--- config.mk ---
export PLATFORM = sky130hd
export DESIGN_NAME = mem_access_unit
export DESIGN_NICKNAME = d
export VERILOG_FILES = /design/src/rtl/mau_pkg.sv /design/src/rtl/mau_lane_align.sv /design/src/rtl/mem_access_unit.sv
export SDC_FILE = /design/constraint.sdc
export NUM_CORES = 1
export LEC_CHECK = 0
export CORE_MARGIN = 4
export CORE_UTILIZATION = 34
export DETAILED_ROUTE_END_ITERATION = 8
export HOLD_SLACK_MARGIN = 0.06
export PLACE_DENSITY = 0.68
export SYNTH_ARGS = -nofsm -noshare
export SYNTH_HDL_FRONTEND = slang
export SYNTH_HIERARCHICAL = 1
export SYNTH_SLANG_ARGS = --single-unit
--- constraint.sdc ---
create_clock -name clk -period 7.9 [get_ports clk]
set_input_delay 2.37 -clock clk [delete_from_list [all_inputs] [get_ports clk]]
set_output_delay 2.37 -clock clk [all_outputs]
set_load 0.03 [all_outputs]
--- src/rtl/mau_pkg.sv ---
// Shared definitions for the memory access unit: op codes, FSM states and
// address-alignment helpers.
package mau_pkg;

    localparam logic [2:0] OP_LW  = 3'd0;
    localparam logic [2:0] OP_LH  = 3'd1;
    localparam logic [2:0] OP_LHU = 3'd2;
    localparam logic [2:0] OP_LB  = 3'd3;
    localparam logic [2:0] OP_LBU = 3'd4;
    localparam logic [2:0] OP_SW  = 3'd5;
    localparam logic [2:0] OP_SH  = 3'd6;
    localparam logic [2:0] OP_SB  = 3'd7;

    typedef enum logic {
        ST_IDLE   = 1'b0,
        ST_RMW_WR = 1'b1
    } mau_state_t;

    function automatic logic is_misaligned(input logic [2:0] op, input logic [1:0] addr_lo);
        case (op)
            OP_LW, OP_SW:         return addr_lo != 2'b00;
            OP_LH, OP_LHU, OP_SH: return addr_lo[0];
            default:              return 1'b0;
        endcase
    endfunction

    function automatic logic is_load(input logic [2:0] op);
        return op <= OP_LBU;
    endfunction

    function automatic logic is_sub_store(input logic [2:0] op);
        return (op == OP_SH) || (op == OP_SB);
    endfunction

endpackage

--- src/rtl/mau_lane_align.sv ---
// Combinational lane logic: selects and extends sub-word load data, and merges
// sub-word store data into a full memory word.
module mau_lane_align
    import mau_pkg::*;
(
    input  logic [2:0]  op,
    input  logic [1:0]  addr_lo,
    input  logic [31:0] word,
    input  logic [31:0] wdata,
    output logic [31:0] ld_result,
    output logic [31:0] st_merged
);

    logic [7:0]  byte_sel;
    logic [15:0] half_sel;
    logic [4:0]  byte_shift;

    always_comb begin
        byte_shift = {addr_lo, 3'b000};
        byte_sel   = word[byte_shift +: 8];
        half_sel   = addr_lo[1] ? word[31:16] : word[15:0];

        case (op)
            OP_LH:   ld_result = {{16{half_sel[15]}}, half_sel};
            OP_LHU:  ld_result = {16'h0000, half_sel};
            OP_LB:   ld_result = {{24{byte_sel[7]}}, byte_sel};
            OP_LBU:  ld_result = {24'h000000, byte_sel};
            default: ld_result = word;
        endcase

        st_merged = word;
        if (op == OP_SB) begin
            st_merged[byte_shift +: 8] = wdata[7:0];
        end else if (op == OP_SH) begin
            if (addr_lo[1]) st_merged[31:16] = wdata[15:0];
            else            st_merged[15:0]  = wdata[15:0];
        end
    end

endmodule

--- src/rtl/mem_access_unit.sv ---
// Load/store initiator between the MEM stage and a word-only data memory;
// sub-word stores run as a read cycle followed by a full-word write cycle.
module mem_access_unit
    import mau_pkg::*;
#(
    parameter int ADDR_W = 32,
    parameter int DATA_W = 32
) (
    input  logic              clk,
    input  logic              reset,
    input  logic              req_valid,
    input  logic [2:0]        req_op,
    input  logic [ADDR_W-1:0] req_addr,
    input  logic [DATA_W-1:0] req_wdata,
    input  logic [31:0]       req_pc,
    output logic              req_ready,
    output logic              ld_valid,
    output logic [DATA_W-1:0] ld_data,
    output logic              err,
    output logic [ADDR_W-1:0] mem_addr,
    output logic              mem_we,
    output logic [DATA_W-1:0] mem_wd,
    output logic [31:0]       mem_pc,
    input  logic [DATA_W-1:0] mem_rd
);

    // Handshake: a request transfers on a cycle where req_valid and req_ready
    // are both 1; the requester holds req_* stable until that cycle.

    mau_state_t        state, state_nxt;
    logic [ADDR_W-3:0] rmw_waddr;
    logic [31:0]       rmw_pc;
    logic [DATA_W-1:0] rmw_word;
    logic              accept;
    logic              misaligned;
    logic              capture;
    logic [DATA_W-1:0] ld_result;
    logic [DATA_W-1:0] st_merged;

    mau_lane_align u_lane_align (
        .op        (req_op),
        .addr_lo   (req_addr[1:0]),
        .word      (mem_rd),
        .wdata     (req_wdata),
        .ld_result (ld_result),
        .st_merged (st_merged)
    );

    assign misaligned = is_misaligned(req_op, req_addr[1:0]);

    always_comb begin
        state_nxt = state;
        req_ready = 1'b0;
        accept    = 1'b0;
        capture   = 1'b0;
        mem_we    = 1'b0;
        mem_wd    = req_wdata;
        mem_addr  = {req_addr[ADDR_W-1:2], 2'b00};
        mem_pc    = req_pc;

        case (state)
            ST_IDLE: begin
                req_ready = reset;
                accept    = req_valid && reset;
                if (accept && !misaligned) begin
                    if (req_op == OP_SW) begin
                        mem_we = 1'b1;
                    end else if (is_sub_store(req_op)) begin
                        capture   = 1'b1;
                        state_nxt = ST_RMW_WR;
                    end
                end
            end
            ST_RMW_WR: begin
                // Reset low aborts the write; the merged word is simply dropped.
                mem_we    = reset;
                mem_wd    = rmw_word;
                mem_addr  = {rmw_waddr, 2'b00};
                mem_pc    = rmw_pc;
                state_nxt = ST_IDLE;
            end
            default: state_nxt = ST_IDLE;
        endcase
    end

    always_ff @(posedge clk) begin
        if (!reset) begin
            state     <= ST_IDLE;
            ld_valid  <= 1'b0;
            ld_data   <= '0;
            err       <= 1'b0;
            rmw_word  <= '0;
            rmw_waddr <= '0;
            rmw_pc    <= '0;
        end else begin
            state    <= state_nxt;
            ld_valid <= accept && !misaligned && is_load(req_op);
            err      <= accept && misaligned;
            if (accept && !misaligned && is_load(req_op)) begin
                ld_data <= ld_result;
            end
            if (capture) begin
                rmw_word  <= st_merged;
                rmw_waddr <= req_addr[ADDR_W-1:2];
                rmw_pc    <= req_pc;
            end
        end
    end

endmodule

==> key figures <==
Run status
  – Outcome: completed

Timing
  – Clk_skew: roughly 9 ps
  – Fin Setup TNS: 0 ps
  – RSZ-0062 raised after global routing: false
  – Final hold vios: 0
  – Slew Limit Fails: 0
  – Minimum clock period: 6570 ps
  – Tcrit/Tclk final: 83.2%
  – Slew @ Worst Pin: 1030 ps
  – Slew headroom: 31.4%
  – FMAX: 0.152 GHz
  – Setup violations, final: 0

Clock network
  – CTS Hold Bufs: 0
  – Post_cts resized: 0
  – H-tree levels: 4
  – Post-CTS setup buffers: 0
  – Worst skew pair latency: 410 ps
  – CTS tree: built
  – Num CTS Buffers: 17
  – Clk slew on worst S/H paths: 60 ps
  – Root Buffer: clkbuf_16
  – CTS Sinks: approximately 130
  – CTS Buffer Depth: 2

Setup path
  – Worst path max stage delay: approximately 410 ps
  – Arr. time, crit path: 4200 ps
  – Buf+Inv Stages, Crit Path: 3
  – Kind of critical path: input pin to output pin
  – Worst path top cell family by delay: buffers and inverters
  – Worst setup SP type: input pin
  – CP Data Required Time: ~5500 ps
  – Worst path slowest cell: a21oi_1
  – CP Cell Sequence: clkdlybuf4s50_1 > buf_4 > nand2b_1 > a21oi_1 > a41oi_1 > nor2b_1 > buf_12
  – CP Max Fanout: 30
  – CP endpoint kind: output pin

Die
  – Row cnt: 54
  – Die area: 0.0250 mm^2
  – IO Pins: between 200 and 300
  – Die width: 158 um
  – Die Y: between 150 and 200 um
  – Starting density of the core: 34.8%
  – Core area: 0.0220 mm^2

Pwr
  – Pwr dens: 181 mW/mm^2
  – VDD IR max: 140 uV
  – Leakage power: between 4 and 5 nW

Route
  – DRC Markers: 0
  – Routed Antenna Nets: 0
  – Iteration-0 DRC Markers: 673
  – WL/cell: roughly 18 um
  – Detailed-route via count: 7529
  – Final WL: 26300 um
  – Avg Vias per Cell: between 5 and 6
  – Detailed Routing Iterations Pass 1: 5

Yosys
  – Mapped Cells: roughly 960
  – Post-Synthesis Cell Area: between 0.007 and 0.008 mm^2
  – Synth area leaders: dfxtp_1, mux2_2, nand2_1
  – #FFs+latches synth: 129
  – Synth cell count leaders: nand2_1, dfxtp_1, mux2_2, o21ai_0, inv_1
  – Synth warn: 6
  – Asr flop ratio synth: 0%
  – Average cell area after synthesis: about 8.0 um^2
  – Fraction of the yosys area taken by sequential cells: between 30 and 40%
  – Most frequent cell after synthesis: nand2_1
  – Synth cell types: 56
  – Number of enable flip-flop cells after synthesis: 0
  – Largest area contributor in the netlist: dfxtp_1
  – Ys flop type: dfxtp_1
  – Post-synth top area share: 33.8%

Layout
  – Layout cells sized above 1: between 10% and 20%
  – # diodes: 0
  – Finished Core Util: 50.2%
  – # nets final: 1318
  – Final instance area: 0.0110 mm^2
  – P&R area growth vs syn: 44.1%
  – Final Instance Count excl. Fillers: 1472

Global routing
  – Pin count of the biggest net entering global routing: 190
  – First-pass GRT wire length: 39200 um
  – Global Route Usage Sum: 20.1%
  – Initial antenna violation count: 0
  – Global route overflow: 0
  – Vias in the first global route: ~7000

Place
  – Placed wire-length estimate: ~19000 um
  – Final GP Congestion: slightly above 0.9
  – Area after DPL: 0.0104 mm^2
  – Port Buf Inserts: 263
  – Placed Cells: 1440

Flow run
  – Max Cap Violations: 0

Worst hold path
  – Hold Crit Class: register to register
[per-stage QoR]
step                hold WS [ps]  power, mW  setup WS, ps
CTS                          459       2.02          1300
global route                 470       2.08          1200
floorplan                    432      0.953          2120
global placement             440       1.15          1280
finish                       454       2.00          1330
detailed placement           450       1.16          1310
[flip-flops by register name, summed over array words and instances, names as in the netlist]
signal and cells:
ld_data 32, rmw_pc 32, rmw_word 32, rmw_waddr 30, err 1, ld_valid 1
state 1
[power breakdown]
| group | total [mW] | switching (mW) | leakage, nW | internal, mW |
|---|---|---|---|---|
| logic | 0.453 | 0.245 | 3.03 | 0.209 |
| registers | 0.692 | 0.0159 | 1.05 | 0.676 |
| clock network | 0.853 | 0.321 | 0.308 | 0.532 |
[worst reg2reg max path, stage by stage (launching register included)]
cell and delay, ps:
dfxtp_4 570, nand3b_4 290, a2111oi_4 390, buf_12 490, o21ai_0 450
[per-layer routing]
layer | global-route usage (%) | vias to the layer above | wire (um)
met2 | 32.2 | 305 | 12300
met4 | 6.21 | 0 | 604
met5 | 0 | - | 0
met1 | 26.6 | 3472 | 11300
li1 | - | 3719 | -
met3 | 5.33 | 33 | 2140
[cell usage in the layout (no fill, tap or decap), types with 14 or more instances in the layout]
cell type | synthesis | final
mux2_2 | 97 | 97
a21o_1 | 16 | 16
a21oi_1 | 14 | 14
o21ai_0 | 96 | 96
nand2_1 | 248 | 248
inv_1 | 59 | 59
clkbuf_16 | 0 | 17
dfxtp_1 | 129 | 128
mux2i_1 | 39 | 39
nor2_1 | 20 | 20
a31oi_1 | 18 | 18
a22o_1 | 17 | 17
nor2b_1 | 15 | 15
clkdlybuf4s50_1 | 0 | 261
[cell type report]
type                    instances  area, um^2
fillers                      2123       10900
multi-input cells             698        4500
repair buffers                273        2730
flip-flops and latches        129        2590
clock buffers                  17         425
well taps                     280         350
inverters                      60         225
clock inverters                15         208
[path summary, 6_finish.rpt]
kind	startpoint	endpoint	slack, ps	depth (start not counted)
max	req_op[2]	mem_we	1330	7
min	rmw_pc[23]	rmw_pc[23]	450	2
max reg2reg	state	rmw_waddr[17]	5570	4
min reg2reg	rmw_pc[23]	rmw_pc[23]	450	2
[logic make-up after synthesis]
| kind of cell | count (synthesis) | synth area share (%) |
|---|---|---|
| AND/OR/NAND/NOR | 326 | 18.3 |
| AO/OA/AOI/OAI | 219 | 18.6 |
| multiplexers | 137 | 19.7 |
| buffers and inverters | 132 | 7.62 |
| flip-flops | 129 | 33.8 |
| adder cells (fa/ha/maj) | 13 | 1.86 |
| other | 1 | 0.0490 |
| XOR/XNOR | 1 | 0.213 |
Power figures use the tool's default switching activity.
